## src/rtl/dimmer_pkg.sv

```systemverilog
// Shared definitions for the LED dimmer duty sequencer.
//   - state_t      : duty sequencer FSM states
//   - MODE_*       : encodings of the two-bit mode input
//   - DUTY_MAX     : full-scale duty word
//   - select_mode  : folds the reserved mode onto static
//   - state_mode   : mode a state belongs to (IDLE belongs to none)
package dimmer_pkg;

    localparam logic [1:0] MODE_STATIC  = 2'b00;
    localparam logic [1:0] MODE_BREATHE = 2'b01;
    localparam logic [1:0] MODE_BLINK   = 2'b10;
    localparam logic [1:0] MODE_NONE    = 2'b11;

    localparam logic [3:0] DUTY_MAX = 4'hF;

    typedef enum logic [2:0] {
        IDLE,
        STATIC,
        RAMP_UP,
        RAMP_DOWN,
        BLINK_ON,
        BLINK_OFF
    } state_t;

    // Reserved mode 2'b11 behaves as static.
    function automatic logic [1:0] select_mode(input logic [1:0] mode);
        return (mode == MODE_NONE) ? MODE_STATIC : mode;
    endfunction

    // IDLE maps to MODE_NONE, which select_mode never returns, so leaving
    // IDLE always looks like a mode change.
    function automatic logic [1:0] state_mode(input state_t state);
        logic [1:0] m;
        case (state)
            STATIC:              m = MODE_STATIC;
            RAMP_UP, RAMP_DOWN:  m = MODE_BREATHE;
            BLINK_ON, BLINK_OFF: m = MODE_BLINK;
            default:             m = MODE_NONE;
        endcase
        return m;
    endfunction

endpackage

```

## src/rtl/period_timer.sv

```systemverilog
// PWM period timer for the duty sequencer.
// Ports:
//   clk, reset_n   : clock, asynchronous active-low reset
//   step_div       : PWM periods per step (0 treated as 1)
//   clear          : restart the step count at this boundary
//   period_tick    : high while the phase counter is at its last value
//   step           : high on a boundary that completes a step
module period_timer #(
    parameter int PHASE_W = 4,
    parameter int DIV_W   = 16
) (
    input  logic             clk,
    input  logic             reset_n,
    input  logic [DIV_W-1:0] step_div,
    input  logic             clear,
    output logic             period_tick,
    output logic             step
);

    logic [PHASE_W-1:0] phase;
    logic [DIV_W-1:0]   step_cnt;
    logic [DIV_W-1:0]   last_cnt;

    // Last count value of a step; a divider of 0 behaves as 1.
    assign last_cnt    = (step_div == '0) ? '0 : step_div - DIV_W'(1);
    assign period_tick = &phase;
    // ">=" rather than "==" so a divider lowered below the running count
    // steps at the next boundary instead of waiting for a counter wrap.
    assign step        = period_tick && (step_cnt >= last_cnt);

    // NOTE: sequential state is written with non-blocking assignments so every
    // register samples the pre-edge values of the others.
    always_ff @(posedge clk or negedge reset_n) begin
        if (!reset_n) begin
            phase    <= '0;
            step_cnt <= '0;
        end else begin
            phase <= phase + PHASE_W'(1);
            if (period_tick) begin
                if (clear || step) step_cnt <= '0;
                else               step_cnt <= step_cnt + DIV_W'(1);
            end
        end
    end

endmodule

```

## src/rtl/duty_sequencer.sv

```systemverilog
// Duty word sequencer for the LED dimmer PWM stage: static, breathe
// (triangle fade) and blink modes, updated only at PWM period boundaries.
// Ports:
//   clk, reset_n : clock, asynchronous active-low reset
//   enable       : 0 drives the output to 0 (IDLE)
//   mode         : 00 static, 01 breathe, 10 blink, 11 static
//   static_duty  : duty used in static mode
//   step_div     : PWM periods per breathe/blink step (0 treated as 1)
//   duty_cycle   : registered duty word for the PWM
//   period_tick  : high during the last clock of each PWM period
//   cycle_done   : one-clock pulse when a breathe or blink cycle ends
module duty_sequencer
    import dimmer_pkg::*;
#(
    parameter int DUTY_W = 4,
    parameter int DIV_W  = 16
) (
    input  logic              clk,
    input  logic              reset_n,
    input  logic              enable,
    input  logic [1:0]        mode,
    input  logic [DUTY_W-1:0] static_duty,
    input  logic [DIV_W-1:0]  step_div,
    output logic [DUTY_W-1:0] duty_cycle,
    output logic              period_tick,
    output logic              cycle_done
);

    localparam logic [DUTY_W-1:0] FULL = DUTY_W'(DUTY_MAX);

    state_t            state, state_nx;
    logic [DUTY_W-1:0] duty_nx;
    logic              done_nx;
    logic [1:0]        sel;
    logic              enter;
    logic              step;

    assign sel   = select_mode(mode);
    assign enter = enable && (sel != state_mode(state));

    period_timer #(
        .PHASE_W (DUTY_W),
        .DIV_W   (DIV_W)
    ) u_timer (
        .clk         (clk),
        .reset_n     (reset_n),
        .step_div    (step_div),
        .clear       (enter),
        .period_tick (period_tick),
        .step        (step)
    );

    // NOTE: every variable gets a hold/idle default first so no path through
    // the case statements can infer a latch.
    always_comb begin
        state_nx = state;
        duty_nx  = duty_cycle;
        done_nx  = 1'b0;
        if (period_tick) begin
            if (!enable) begin
                state_nx = IDLE;
                duty_nx  = '0;
            end else if (enter) begin
                case (sel)
                    MODE_BREATHE: state_nx = (duty_cycle == FULL) ? RAMP_DOWN : RAMP_UP;
                    MODE_BLINK: begin
                        state_nx = BLINK_ON;
                        duty_nx  = FULL;
                    end
                    default: begin
                        state_nx = STATIC;
                        duty_nx  = static_duty;
                    end
                endcase
            end else begin
                case (state)
                    STATIC: duty_nx = static_duty;
                    RAMP_UP: if (step) begin
                        if (duty_cycle >= FULL - DUTY_W'(1)) begin
                            duty_nx  = FULL;
                            state_nx = RAMP_DOWN;
                        end else begin
                            duty_nx = duty_cycle + DUTY_W'(1);
                        end
                    end
                    RAMP_DOWN: if (step) begin
                        if (duty_cycle <= DUTY_W'(1)) begin
                            duty_nx  = '0;
                            state_nx = RAMP_UP;
                            done_nx  = 1'b1;
                        end else begin
                            duty_nx = duty_cycle - DUTY_W'(1);
                        end
                    end
                    BLINK_ON: if (step) begin
                        duty_nx  = '0;
                        state_nx = BLINK_OFF;
                    end
                    BLINK_OFF: if (step) begin
                        duty_nx  = FULL;
                        state_nx = BLINK_ON;
                        done_nx  = 1'b1;
                    end
                    default: begin
                        state_nx = IDLE;
                        duty_nx  = '0;
                    end
                endcase
            end
        end
    end

    always_ff @(posedge clk or negedge reset_n) begin
        if (!reset_n) begin
            state      <= IDLE;
            duty_cycle <= '0;
            cycle_done <= 1'b0;
        end else begin
            state      <= state_nx;
            duty_cycle <= duty_nx;
            cycle_done <= done_nx;
        end
    end

endmodule
```

## config.mk

```make
export PLATFORM = sky130hd
export DESIGN_NAME = duty_sequencer
export DESIGN_NICKNAME = d
export VERILOG_FILES = /design/src/rtl/dimmer_pkg.sv /design/src/rtl/period_timer.sv /design/src/rtl/duty_sequencer.sv
export SDC_FILE = /design/constraint.sdc
export NUM_CORES = 1
export LEC_CHECK = 0
export CAP_MARGIN = 20
export CORE_MARGIN = 4
export CORE_UTILIZATION = 50
export DETAILED_ROUTE_END_ITERATION = 10
export PLACE_DENSITY = 0.74
export RECOVER_POWER = 100
export SLEW_MARGIN = 20
export SYNTH_ARGS = -nofsm -noshare
export SYNTH_HDL_FRONTEND = slang
export SYNTH_SLANG_ARGS = --single-unit
```

## constraint.sdc

```tcl
create_clock -name clk -period 3 [get_ports clk]
set_input_delay 0.6 -clock clk [delete_from_list [all_inputs] [get_ports clk]]
set_output_delay 0.6 -clock clk [all_outputs]
set_load 0.05 [all_outputs]
```

==> key figures, run 1 <==
Synthesis
  • Primary FF master, synth: dfrtp_1
  • Avg Cell Area, Syn: 8.266 sq um
  • Async S/R FF share, synth: between 90% and 100%
  • Share of the yosys chip area belonging to registers: about 29%
  • Mapped Nets: around 350
  • Post-synthesis cell count: around 300
  • Post-synth EDFFs: 0
  • Synth warnings: 0
  • Mapped Area: roughly 2500 sq um
  • Synth cell types: 46
  • Synthesis-stage register bit count: 28

Clocking
  • Max H-tree Level: 1
  • CTS tree: done
  • Clock Sinks: 28
  • Clk Tree Root Cell: clkbuf_8
  • Hold-fix buffers, CTS: 0
  • CTS Buf Count: 3
  • CTS max path bufs: 2
  • Clk slew on worst S/H paths: around 100 ps
  • Worst skew pair latency: around 270 ps

Layout
  • Fraction of layout cells with a size suffix above 1: between 20 and 25%
  • Area grow syn2layout: 35.22%
  • Commonest non-fill, non-tap cell in the layout: nand2_1
  • Design area: about 3300 sq um
  • Fin cells: ~430
  • Diode count: 0
  • Finished Core Util: a little over two thirds
  • Commonest non-fill, non-tap cells in the layout: nand2_1 (40), buf_4 (31), dfrtp_1 (28), nor2_1 (26), ha_1 (24)
  • Nets: ~410

Setup path
  • CP Capture Type: register
  • Critical path data required time: approximately 3200 ps
  • RR Startpoint: state[2]$_DFFE_PN0P_
  • WP data arrival: approximately 4200 ps
  • Worst setup path startpoint: step_div[7]
  • Startpoint types: input port
  • Crit path max fanout: 4
  • Setup CP Type: in2reg

STA
  • RSZ-0062 raised after global routing: yes
  • Clock Skew: roughly 9.6 ps
  • Min cycle time layout: between 4000 and 5000 ps
  • Fin Setup TNS: -22,290 ps
  • F_max: between 200 and 250 MHz
  • Count of final setup violators: 24
  • Fin. Hold Viols: 0
  • Count of final max-slew check failures: 29
  • Worst-margin pin slew: ~1500 ps
  • Final worst-path cycle share: 134.3%
  • Final worst slack: -1028 ps
  • Slew margin rel.: -2.266%

Global routing
  • Largest net degree at the start of global routing: 29
  • First-pass GRT wire length: a little over 10,000 um
  • Grt ovf: 0
  • GRT Util Overall: slightly above 20%
  • Initial antenna violation count: 0
  • Vias in the first global route: 2,368

Power
  • Power Density: approximately 320 nW/um^2
  • Tot Pwr: between 1 and 1.5 mW
  • Leakage: ~1.5 nW
  • VDD IR max: 0.1520 mV

Placement
  • Placed Area: around 3100 sq um
  • Gpl congestion: ~0.9
  • Dpl cells: 420
  • PortBufs: 30
  • Post-DP HPWL: approximately 4500 um

Floorplan
  • Die area: a little over 6000 sq um
  • Die width: between 70 and 80 um
  • Die Y: 78.07 um
  • Initial cell density of the core: a little over 50%
  • Num ports: 31
  • Row count: 25
  • Core Region: between 4000 and 5000 sq um

Drt
  • Number of remaining DRC errors: 0
  • Total wire length: 5980 um
  • DR vias: 2,367
  • DR WL/cell: around 14 um
  • Via density: roughly 5.5
  • Initial drt markers: 106
  • TritonRoute pass-1 iters: 4
  • Antenna viol nets, final: 0

Hold path
  • Worst hold start: u_timer.phase[0]$_DFF_PN0_
  • Hold WC Path Type: reg2reg

Flow run
  • Total of max-cap violations: 1

Outcome
  • Outcome: complete, but fails checks
  • Failing checks: capacitance limit, slew limit, setup timing
## final timing paths
path,to,slack (ps),depth (start not counted)
worst max-delay path,duty_cycle[3]$_DFFE_PN0P_,-1030,14
worst min-delay path,u_timer.phase[0]$_DFF_PN0_,450,1
worst max register to register,state[0]$_DFFE_PN0P_,500,7
worst min register to register,u_timer.phase[0]$_DFF_PN0_,450,1
max in group asynchronous,u_timer.step_cnt[15]$_DFFE_PN0P_,880,2
min in group asynchronous,u_timer.step_cnt[10]$_DFFE_PN0P_,1230,2
## cell families (layout without fill, tap and decap cells)
| logic type | count (synthesis) | count (layout) | synth area share, % |
|---|---|---|---|
| mux | 9 | 9 | 3.975 |
| flops | 28 | 28 | 28.54 |
| fa+ha+maj | 26 | 26 | 13.25 |
| buf+inv | 20 | 85 | 3.364 |
| compound gates | 54 | 54 | 13.97 |
| xor+xnor | 31 | 31 | 11.06 |
| simple gates | 129 | 129 | 25.84 |
## final cells by class
| cell class | count | area, sq um |
|---|---|---|
| clock buffer | 4 | 55.05 |
| fill | 400 | 1435 |
| inverter | 13 | 48.80 |
| multi-input combinational | 249 | 1836 |
| sequential | 28 | 700.7 |
| tap | 67 | 83.83 |
| timing repair buffer | 68 | 595.6 |
## flip-flops by register name (all words and copies together), names as in the netlist
name              count
cycle_done            1
u_timer.step_cnt     16
duty_cycle            4
state                 3
u_timer.phase         4
## synthesized netlist by cell type, types with 2 or more instances
cell type,n,area (sq um)
a21o_1,2,15.01
a21oi_1,15,75.07
a22oi_1,2,15.01
a31oi_1,3,18.77
and2_1,2,12.51
and4_1,2,17.52
clkbuf_1,6,22.52
dfrtp_1,28,700.7
ha_1,26,325.3
inv_1,13,48.80
mux2_2,6,67.56
mux2i_1,3,30.03
nand2_1,40,150.1
nand2b_1,6,37.54
nand3_1,10,50.05
nand3b_1,2,15.01
nand4_1,6,37.54
nor2_1,34,127.6
nor2b_1,3,18.77
nor3_1,8,40.04
nor4_1,4,25.02
o211ai_1,4,30.03
o21ai_0,12,60.06
o221ai_1,3,26.28
o22ai_1,5,31.28
o41ai_1,2,17.52
or3_4,2,22.52
xnor2_1,8,70.07
xor2_1,23,201.4
## power breakdown
part | total (mW) | switching (mW) | internal [mW] | leakage (nW)
sequential | 0.459 | 0.0544 | 0.405 | 0.372
clock | 0.231 | 0.114 | 0.117 | 0.0288
combinational | 0.380 | 0.197 | 0.183 | 1.11
total | 1.07 | 0.365 | 0.705 | 1.51
## layer usage
| metal | up-vias | track usage, % | wire length [um] |
|---|---|---|---|
| met5 | - | 0 | 0 |
| met4 | 0 | 4.720 | 63 |
| met3 | 6 | 1.950 | 198 |
| met2 | 48 | 37.84 | 3138 |
| met1 | 1128 | 24.95 | 2580 |
| li1 | 1185 | - | - |
## stage by stage
stage	hold slack, ps	setup slack (ps)
3_3_place_gp	442.7	-1642
6_report	452.3	-1028
2_1_floorplan	304.4	-1217
4_1_cts	457.0	-1157
3_5_place_dp	442.3	-1690
5_1_grt	480.4	-1110
## timing repair
item,in CTS,in global routing
setup buffers,2,3
pin swaps,16,14
setup endpoints to repair,24,25
gates cloned,1,0
gates resized for setup,35,18
endpoints found under the hold margin,0,0
## worst max-delay path, cell delays in order
cell	delay, ps
buf_6	90
or4_4	520
or3_4	340
or4_4	420
or3_4	360
and2_4	180
ha_4	200
nand2b_4	120
a2111o_1	410
a32oi_2	240
a21oi_2	110
a22oi_2	140
buf_6	150
mux2_4	290
Power figures use the tool's default switching activity.
==> run 2: changes to the inputs <==
--- a/config.mk
+++ b/config.mk
@@ -8,6 +8,7 @@
 export CAP_MARGIN = 20
 export CORE_MARGIN = 4
 export CORE_UTILIZATION = 50
+export CTS_CLUSTER_DIAMETER = 60
 export DETAILED_ROUTE_END_ITERATION = 10
 export PLACE_DENSITY = 0.74
 export RECOVER_POWER = 100
==> constraint.sdc (replaced) <==
create_clock -name clk -period 4.29 [get_ports clk]
set_input_delay 0.858 -clock clk [delete_from_list [all_inputs] [get_ports clk]]
set_output_delay 0.858 -clock clk [all_outputs]
set_load 0.05 [all_outputs]
==> run 2 against run 1 <==
Net effect:
- the run now ends clean
- first-iteration DRC count grew 31%
- global-route usage shrank 0.61 points
- clock skew shrank 4.3 ps
==> key figures, run 2 (synthesized netlist as in run 1, its figures left out) <==
Clocking
  • CTS max path bufs: 2 (unchanged)
  • Max H-tree Level: 1 (unchanged)
  • Hold-fix buffers, CTS: 0 (unchanged)
  • CTS Buf Count: 3 (unchanged)
  • Worst skew pair latency: 280 ps (about the same)
  • Clock Sinks: 28 (unchanged)
  • CTS tree: done
  • Clk Tree Root Cell: clkbuf_8
  • Clk slew on worst S/H paths: 100 ps (about the same)

Power
  • Leakage: 1.460 nW (-3.4%)
  • VDD IR max: 0.2405 mV (+58%)
  • Tot Pwr: 0.7753 mW (-28%)
  • Power Density: 247.2 nW/um^2 (-23%)

Drt
  • Via density: 5.531 (+0.25%)
  • Total wire length: 5791 um (-3.2%)
  • Initial drt markers: 139 (+31%)
  • DR vias: 2,290 (-3.3%)
  • Antenna viol nets, final: 0 (unchanged)
  • DR WL/cell: 13.99 um (+0.35%)
  • Number of remaining DRC errors: 0 (unchanged)
  • TritonRoute pass-1 iters: 4 (unchanged)

Floorplan
  • Row count: 25 (unchanged)
  • Die width: 78.07 um (unchanged)
  • Initial cell density of the core: 51.63% (unchanged)
  • Num ports: 31 (unchanged)
  • Core Region: 4755 sq um (unchanged)
  • Die Y: 78.07 um (unchanged)
  • Die area: 6095 sq um (unchanged)

Layout
  • Largest registers: u_timer.step_cnt (16), duty_cycle (4), u_timer.phase (4)
  • Multi-input gate area: 1778 sq um (-3.1%)
  • Diode count: 0 (unchanged)
  • Area grow syn2layout: 27.78%
  • Commonest non-fill, non-tap cell in the layout: nand2_1
  • Fin cells: 414 (-3.5%)
  • Storage cell area: 700.7 sq um (unchanged)
  • Design area: 3137 sq um (-5.5%)
  • Finished Core Util: 65.97% (-3.8 points)
  • Max reg flops: 16 (unchanged)
  • Nets: 399 (-3.6%)
  • Fraction of layout cells with a size suffix above 1: 15.56% (-6.8 points)
  • Commonest non-fill, non-tap cells in the layout: nand2_1 (40), nor2_1 (34), dfrtp_1 (28), ha_1 (25), xor2_1 (23)
  • Top reg by flops: u_timer.step_cnt
  • Filler cells: 419 (+4.8%)

Global routing
  • Grt ovf: 0 (unchanged)
  • Largest net degree at the start of global routing: 29 (unchanged)
  • Vias in the first global route: 2,121 (-10%)
  • GRT Util Overall: 19.63% (-0.61 points)
  • Initial antenna violation count: 0 (unchanged)
  • First-pass GRT wire length: 9832 um (-4.5%)

Setup path
  • Critical path data required time: 4460 ps (+1300 ps)
  • Startpoint types: input port
  • RR Startpoint: state[2]$_DFFE_PN0P_
  • Worst reg2reg path depth: 7 (unchanged)
  • Crit path max fanout: 4 (unchanged)
  • Reg-to-Reg End: state[0]$_DFFE_PN0P_
  • R2R Setup Slk: 1780 ps (+1280 ps)
  • CP Capture Type: register
  • WP data arrival: 4450 ps (+270 ps)
  • Setup CP Type: in2reg

Placement
  • Gpl congestion: 0.8731 (-5.3%)
  • Post-place setup slack: -640.2 ps (+1050 ps)
  • Post-DP HPWL: 4433 um (-1.6%)
  • Dpl cells: 407 (-3.1%)
  • PortBufs: 30 (unchanged)
  • Placed Area: 3009 sq um (-3.1%)

STA
  • Final worst-path cycle share: between 90% and 100%
  • Worst hold margin: 458.2 ps (+5.854 ps)
  • RSZ-0062 raised after global routing: yes
  • Count of final max-slew check failures: 0 (-100%)
  • Fin Setup TNS: 0 ps (+22,290 ps)
  • Fin. Hold Viols: 0 (unchanged)
  • Slew margin rel.: 2.805% (+5.1 points)
  • Final worst slack: 7.996 ps (+1036 ps)
  • Count of final setup violators: 0 (-100%)
  • Min cycle time layout: approximately 4300 ps
  • F_max: ~230 MHz
  • Clock Skew: 5.287 ps (-4.300 ps)
  • Worst-margin pin slew: 1458 ps (-76.06 ps)

Hold path
  • Hold Path Stages: 1 (unchanged)
  • Worst hold start: u_timer.phase[0]$_DFF_PN0_
  • Hold WC Path Type: reg2reg
  • Worst Hold End: u_timer.phase[0]$_DFF_PN0_

Flow run
  • Total of max-cap violations: 0 (-1)

Outcome
  • Outcome: complete, no violations
==> run 2: cell types whose count changed in the layout (fill, tap and decap cells not counted), sizes merged <==
| cell | delta |
|---|---|
| buf | -17 |
| clkbuf | +1 |
| clkdlybuf4s15 | -1 |
| dlygate4sd3 | +1 |
| bufinv | +1 |
==> run 2: worst max-delay path by stage <==
stage	from	endpoint	slack, ps	cells after the start
2_1_floorplan	step_div[9]	duty_cycle[1]$_DFFE_PN0P_	-190	12
3_3_place_gp	step_div[9]	duty_cycle[1]$_DFFE_PN0P_	-590	13
3_5_place_dp	step_div[9]	duty_cycle[3]$_DFFE_PN0P_	-640	13
4_1_cts	step_div[6]	duty_cycle[3]$_DFFE_PN0P_	-70	13
5_1_grt	step_div[6]	duty_cycle[0]$_DFFE_PN0P_	-100	14
6_report	step_div[6]	duty_cycle[3]$_DFFE_PN0P_	8	13
==> run 2: final cells by class <==
class / instances / share of cell area, %
clock buffer: 3 / 1.316
clock inverter: 1 / 0.9573
inverter: 13 / 1.556
multi-input combinational: 249 / 56.68
sequential: 28 / 22.34
tap: 67 / 2.673
timing repair buffer: 53 / 14.48
==> run 2: critical path, stage by stage <==
cell and delay [ps]:
buf_6 90, or4_4 530, or3_4 340, or4_4 430
or3_4 370, and2_4 160, ha_4 200, nand2b_4 120
a2111o_1 410, a32oi_2 220, a21oi_2 110, a22oi_2 290
mux2_4 330
==> run 2: routing by layer <==
layer | global-route usage, % | part of all wire, % | vias to the layer above | wire (um)
li1 | - | - | 1159 | -
met1 | 30.15 | 52 | 1070 | 3023
met2 | 28.51 | 42 | 52 | 2410
met3 | 2.752 | 4.5 | 9 | 261
met4 | 5.594 | 1.7 | 0 | 96
met5 | 0 | 0 | - | 0
==> run 2: power by group <==
part / total (mW) / switching [mW] / internal (mW)
combinational: 0.245 / 0.132 / 0.112
sequential: 0.322 / 0.0388 / 0.283
clock: 0.209 / 0.0837 / 0.125
==> run 2: timing repair <==
item                                    4_1_cts  5_1_grt
endpoints found under the setup margin       24       20
gates resized for setup                      22        8
cloned                                        0        1
pin swaps                                     7        9
setup buffers                                 2        1
